## config.mk

```make
export PLATFORM = sky130hd
export DESIGN_NAME = chroni_pixel_expander
export DESIGN_NICKNAME = d
export VERILOG_FILES = /design/src/rtl/chroni_pixel_expander.sv
export SDC_FILE = /design/constraint.sdc
export NUM_CORES = 1
export LEC_CHECK = 0
export CORE_ASPECT_RATIO = 0.8
export CORE_UTILIZATION = 63
export CTS_BUF_LIST = sky130_fd_sc_hd__clkbuf_4 sky130_fd_sc_hd__clkbuf_8 sky130_fd_sc_hd__clkbuf_16
export DETAILED_ROUTE_END_ITERATION = 10
export DONT_BUFFER_PORTS = 1
export GPL_ROUTABILITY_DRIVEN = 0
export HOLD_SLACK_MARGIN = 0.06
export PLACE_DENSITY = 0.84
export SETUP_SLACK_MARGIN = 0.1
export SLEW_MARGIN = 5
export SYNTH_ARGS = -nofsm -noshare
export SYNTH_HDL_FRONTEND = slang
export SYNTH_SLANG_ARGS = --single-unit
```

## constraint.sdc

```tcl
create_clock -name sys_clk -period 2.6 [get_ports sys_clk]
set_input_delay 0.78 -clock sys_clk [delete_from_list [all_inputs] [get_ports sys_clk]]
set_output_delay 0.78 -clock sys_clk [all_outputs]
set_load 0.005 [all_outputs]
```

## src/rtl/chroni_pixel_expander.sv

```systemverilog
// chroni_pixel_expander
//   Write-side front end of the chroni line buffer RAM (sys_clk domain).
//   Takes one bitmap byte per request plus on/off colours and a bit count,
//   and serialises it MSB first into one colour-indexed pixel write per
//   clock at consecutive (wrapping) line buffer addresses. A bit count of
//   zero performs a single direct-colour write of wr_data.
//
// Ports
//   sys_clk, reset_n        clock, asynchronous active-low reset
//   wr_en                   request strobe (ignored while wr_busy)
//   wr_addr                 first pixel address of the request
//   wr_data                 bitmap byte, or direct colour when bits==0
//   wr_bitmap_on/off        colours for 1 / 0 bitmap bits
//   wr_bitmap_bits          0 = direct, 1..8 = bitmap, 9..15 as 8
//   wr_busy                 request in progress
//   ram_addr/ram_data/ram_we  registered line buffer RAM write port
//
// Build option
//   CHRONI_PIXEL_EXPANDER_TRANSPARENT_EN: bitmap 0 bits suppress ram_we
//   (address still advances, wr_bitmap_off unused).
module chroni_pixel_expander #(
  parameter int ADDR_W    = 11,
  parameter int COLOR_W   = 8,
  parameter int BUF_DEPTH = 1280
) (
  input  logic               sys_clk,
  input  logic               reset_n,
  input  logic               wr_en,
  input  logic [ADDR_W-1:0]  wr_addr,
  input  logic [7:0]         wr_data,
  input  logic [COLOR_W-1:0] wr_bitmap_on,
  input  logic [COLOR_W-1:0] wr_bitmap_off,
  input  logic [3:0]         wr_bitmap_bits,
  output logic               wr_busy,
  output logic [ADDR_W-1:0]  ram_addr,
  output logic [COLOR_W-1:0] ram_data,
  output logic               ram_we
);

  typedef enum logic {IDLE, EXPAND} state_t;

  state_t               state_q, state_d;
  logic [ADDR_W-1:0]    addr_q, addr_d;
  logic [7:0]           shift_q, shift_d;
  logic [3:0]           count_q, count_d;
  logic                 direct_q, direct_d;
  logic [COLOR_W-1:0]   on_q, on_d;
`ifndef CHRONI_PIXEL_EXPANDER_TRANSPARENT_EN
  logic [COLOR_W-1:0]   off_q, off_d;
`endif
  logic [ADDR_W-1:0]    ram_addr_q, ram_addr_d;
  logic [COLOR_W-1:0]   ram_data_q, ram_data_d;
  logic                 ram_we_q, ram_we_d;
  logic [ADDR_W-1:0]    addr_next;

  // Direct colour reuses the shift register, which holds wr_data unshifted.
  always_comb begin
    addr_next = (addr_q == ADDR_W'(BUF_DEPTH - 1)) ? '0 : addr_q + 1'b1;
  end

  always_comb begin
    state_d    = state_q;
    addr_d     = addr_q;
    shift_d    = shift_q;
    count_d    = count_q;
    direct_d   = direct_q;
    on_d       = on_q;
`ifndef CHRONI_PIXEL_EXPANDER_TRANSPARENT_EN
    off_d      = off_q;
`endif
    ram_addr_d = ram_addr_q;
    ram_data_d = ram_data_q;
    ram_we_d   = 1'b0;
    case (state_q)
      IDLE: begin
        if (wr_en) begin
          addr_d   = wr_addr;
          shift_d  = wr_data;
          on_d     = wr_bitmap_on;
`ifndef CHRONI_PIXEL_EXPANDER_TRANSPARENT_EN
          off_d    = wr_bitmap_off;
`endif
          direct_d = (wr_bitmap_bits == 4'd0);
          if (wr_bitmap_bits == 4'd0)
            count_d = 4'd1;
          else if (wr_bitmap_bits > 4'd8)
            count_d = 4'd8;
          else
            count_d = wr_bitmap_bits;
          state_d  = EXPAND;
        end
      end
      EXPAND: begin
        ram_addr_d = addr_q;
        addr_d     = addr_next;
        if (direct_q) begin
          ram_data_d = COLOR_W'(shift_q);
          ram_we_d   = 1'b1;
        end else begin
`ifdef CHRONI_PIXEL_EXPANDER_TRANSPARENT_EN
          ram_data_d = on_q;
          ram_we_d   = shift_q[7];
`else
          ram_data_d = shift_q[7] ? on_q : off_q;
          ram_we_d   = 1'b1;
`endif
          shift_d    = {shift_q[6:0], 1'b0};
        end
        count_d = count_q - 1'b1;
        if (count_q == 4'd1)
          state_d = IDLE;
      end
      default: state_d = IDLE;
    endcase
  end

  always_ff @(posedge sys_clk or negedge reset_n) begin
    if (!reset_n) begin
      state_q    <= IDLE;
      addr_q     <= '0;
      shift_q    <= '0;
      count_q    <= '0;
      direct_q   <= 1'b0;
      on_q       <= '0;
`ifndef CHRONI_PIXEL_EXPANDER_TRANSPARENT_EN
      off_q      <= '0;
`endif
      ram_addr_q <= '0;
      ram_data_q <= '0;
      ram_we_q   <= 1'b0;
    end else begin
      state_q    <= state_d;
      addr_q     <= addr_d;
      shift_q    <= shift_d;
      count_q    <= count_d;
      direct_q   <= direct_d;
      on_q       <= on_d;
`ifndef CHRONI_PIXEL_EXPANDER_TRANSPARENT_EN
      off_q      <= off_d;
`endif
      ram_addr_q <= ram_addr_d;
      ram_data_q <= ram_data_d;
      ram_we_q   <= ram_we_d;
    end
  end

  assign wr_busy  = (state_q == EXPAND);
  assign ram_addr = ram_addr_q;
  assign ram_data = ram_data_q;
  assign ram_we   = ram_we_q;

endmodule

```

; After elaboration in Yosys (flattened, before gate mapping)
; Cells that the tools add are included.
; Widths: inputs -> output; s select.
[word_totals]
input_bits = 42
elab_cells = 37
register_bits = 61
out_inout_bits = 21
[classes]
addsub = 2
n_lt_le_gt_ge = 1
n_bitwise = 1
muxes = 16
reduce_logical = 3
n_eq_ne = 4
[op_table]
columns = operator, n
row1 = $mux 8, 4
row2 = $mux 11, 2
row3 = $pmux 11 s2, 1
row4 = $pmux 8 s2, 1
row5 = $mux 4, 3
row6 = $add 11x1->11 const B, 1
row7 = $eq 11x11->1 const B, 1
row8 = $pmux 4 s2, 1
row9 = $eq 4x1->1 const B, 1
row10 = $gt 4x4->1 const B, 1
row11 = $logic_not 4->1, 1
row12 = $ne 2x2->1 const B, 2
row13 = $reduce_and 2->1, 2
row14 = $sub 4x1->4 const B, 1
row15 = $mux 1, 3
row16 = $pmux 1 s2, 1
row17 = $not 1->1, 1

; Logic depth before layout (Yosys ltp)
[logic_depth]
depth_word = 5
mapped_depth = 6

; Least setup slack after synthesis
; No wires, ideal clock.
[synth_timing]
path_type = input to register
start = input wr_en
end = register on_q[3]
stages = 4
slack_ps = 693
required_time_ps = 2475
arrival_time_ps = 1782
cell_sequence = nor2b_1 > clkbuf_1 > clkbuf_1 > mux2_2
[synth_via]
elab_chain_len = 1
[synth_rtl]
columns = item, line
row1 = start: declaration, 28  ; input logic wr_en,
row2 = $reduce_and 2->1 (no line), -
row3 = end signal: assignment, 137  ; on_q <= on_d;
row4 = end: declaration, 47  ; logic [COLOR_W-1:0] on_q, on_d;
; Every way passes these cells.
; A chain may end at the register's enable or synchronous reset.

; Final worst setup path
[layout_timing]
start = register addr_q[0]
end = register addr_q[5]
[layout_via]
elab_chain_len = 3
[layout_rtl]
columns = item, line
row1 = start: declaration, 43  ; logic [ADDR_W-1:0] addr_q, addr_d;
row2 = start signal: assignment, 133  ; addr_q <= addr_d;
row3 = $add 11x1->11 / $eq 11x11->1 (equally long branches), 58  ; addr_next = (addr_q == ADDR_W'(BUF_DEPTH - 1)) ? '0 : addr_q + 1'b1;
row4 = $mux 11 *, 58
row5 = $pmux 11 s2 *, 74  ; case (state_q)
; Every way passes the cells marked *; elsewhere a longest branch is shown, timed or not.

==> metrics.yaml <==
route:
  routedWlPerCell_um: 16.7
  vias: 1951
  ant_nets: 0
  drtPass1Iterations: 4
  route.detailed.drc: 0
  routed_wl_um: 5360
  drt-initial-drc-count: 120
  vias_per_cell: 6.08
logic_synthesis:
  ys_seq_area_share_pct: 51.9
  syn_area_um2: 2940
  ys_seq_elements: 61
  synth_edf_count: 0
  yosys.cell_types.count: 42
  synth-main-ff-cell: "dfrtp_1"
  ys_async_sr_fraction_pct: 100
  yosysWarningCount: 0
  syn_inst: 263
  syn-num-nets: 308
  syn_area_per_cell_um2: 11.2
cells_and_area:
  fill_cells: 306
  multi_input_area_um2: 1310
  antenna_cells: 0
  nets: 306
  drive_gt1_share_pct: 22.7
  syn2layout_area_growth_pct: 7.74
  seq_area_um2: 1530
timing:
  skew_ps: 7.09
  tns_ps: 0
  tightest_slew_ps: 669
  rsz0062_at_grt: "no"
  setup_viol: 0
  fmax_ghz: 0.477
  slew_violations: 0
  finalHoldViolCount: 0
  relSlewSlack_pct: 55.4
  period_share_pct: 80.6
  min_period_ps: 2100
worst_setup_path:
  cp_slowest_stage_delay_ps: 610
  startpoint_type: "flip-flop"
  cp_cell_sequence: "ha_1 > nand3_2 > o41ai_4 > o22ai_1 > a221o_1"
  cp_slowest_cell: "o41ai_4"
  crit_required_ps: 2810
  critPathLaunch: "addr_q[0]"
  rr_worst_depth: 5
  cp.arrival_ps: 2310
  critPathKind: "reg2reg"
  reg2reg_slack_ps: 500
  crit_path_end_kind: "flip-flop"
  r2r-start: "addr_q[0]"
  critPathMaxFanout: 10
  r2r_end: "addr_q[5]"
cts:
  cts_buffers: 9
  cts_resized: 0
  cts_root_buffer: "clkbuf_8"
  worstSkewPairLatency_ps: 340
  clock_sinks: 61
  path_clk_slew_ps: 60
  ctsLongestPathBuffers: 2
  cts-hold-fix-buffers: 0
  htreeDepth: 3
  cts_tree: "done"
  postCtsSetupBuffers: 0
floorplanning:
  fp.dieArea_um2: 4950
  die_w_um: 78.4
  io_pins: 63
  initial_utilization_pct: 67.9
  fp.dieH_um: 63.1
  core_area_um2: 4340
  rows: 21
placed_design:
  dpl.hpwl_um: 3670
  port_buffers: 0
global_routing:
  grt_first_pass_wirelength_um: 9210
  grt_overflow: 0
  antenna_found_initial: 0
  grt_max_degree: 62
  grt.total_usage_pct: 24.8
  first_global_vias: 1954
hold_path:
  hold_path_class: "in2async"
power:
  p_leak_nw: 1.36
  total_power_mw: 4.11
  power_density_nw_per_um2: 1300
  peakVddDrop_uv: 829
run:
  maxCapViolCount: 0
status:
  run_status: "finished, final reports clean"
## how the worst max path moves through the flow
stage	to	slack [ps]	cells after the start
after floorplan	on_q[3]	690	4
after global placement	addr_q[5]	670	5
after detailed placement	addr_q[5]	540	5
after CTS	addr_q[5]	540	5
after global routing	addr_q[5]	360	5
final	addr_q[5]	500	5
## registers in the layout, indices dropped and copies added, names as in the netlist
signal,flops
addr_q,11
ram_addr,11
off_q,8
on_q,8
ram_data,8
shift_q,8
count_q,4
direct_q,1
ram_we,1
wr_busy,1
## logic make-up after synthesis
kind of cell | count (synthesis) | synth area share, %
xor gates and xnor gates | 2 | 0.595
DFF | 61 | 51.9
and+or+nand+nor | 56 | 11.1
buffers and inverters | 30 | 3.87
adders and majority gates | 3 | 1.28
muxes | 38 | 14.4
AOI/OAI and AO/OA | 73 | 17.0
## per-stage QoR
stage / instance area (µm²) / setup WS (ps) / std cells / hold slack (ps) / util [%]
6_report: 3170 / 504 / 321 / 133 / 73.1
3_3_place_gp: 2980 / 667 / 307 / 484 / 68.8
4_1_cts: 3170 / 538 / 321 / 122 / 73.1
5_1_grt: 3170 / 361 / 321 / 109 / 73.1
2_1_floorplan: 2940 / 693 / 263 / 394 / -
3_5_place_dp: 2980 / 541 / 307 / 486 / 68.8
## critical path, delay by kind of cell (launching register included)
kind | cells | cell delay (ps)
adder cells (fa/ha/maj) | 1 | 290
flip-flops | 1 | 430
AND/OR/NAND/NOR | 1 | 150
AO/OA/AOI/OAI | 3 | 1110
## cell usage after synthesis (4+ instances only)
library cell	n	area (µm²)
o211ai_1	7	52.6
buf_1	4	15.0
a211oi_1	9	67.6
o22ai_1	4	25.0
clkbuf_1	12	45.0
a21oi_1	12	60.1
nand2_1	10	37.5
nor2_1	6	22.5
nand3_1	4	20.0
mux2_2	34	383
nand2b_1	9	56.3
o21ai_0	20	100
inv_1	13	48.8
nor2b_1	14	87.6
dfrtp_1	61	1530
mux2i_1	4	40.0
## report_power, final
group          internal [mW]  switching (mW)
combinational          0.796           0.601
clock                  0.478           0.332
sequential              1.43           0.478
total                   2.70            1.41
## cells in the final DEF (no fill, tap or decap), types with 2 or more instances in the layout
cell      count
a21o_1        2
mux2_2       34
clkbuf_4      2
and3_1        2
a211oi_1      9
inv_1        13
o22ai_1       4
o211ai_1      7
o21ai_0      20
nor2b_1      13
a31oi_1       3
nor2_1        6
nand2_1      10
a221o_1       3
nor3_1        3
nand3_1       4
ha_1          3
a311oi_1      3
clkbuf_8     10
a21oi_1      12
dfrtp_1      60
mux2i_1       4
buf_4         4
o31ai_1       3
nand2b_1      9
## cell type report
cell class / count / share of cell area (%)
tap: 57 / 2.25
multi-input combinational: 172 / 41.2
inverter: 13 / 1.54
sequential: 61 / 48.2
clock inverter: 2 / 1.10
clock buffer: 12 / 4.81
timing repair buffer: 4 / 0.947
## metal layers
metal	up-vias	wire length (µm)	track usage [%]
met5	-	0	0
met1	933	2470	32.3
met3	8	417	11.7
met4	0	62	7.87
li1	949	-	-
met2	61	2410	36.6
No activity file was read; power rests on OpenSTA's default activity.
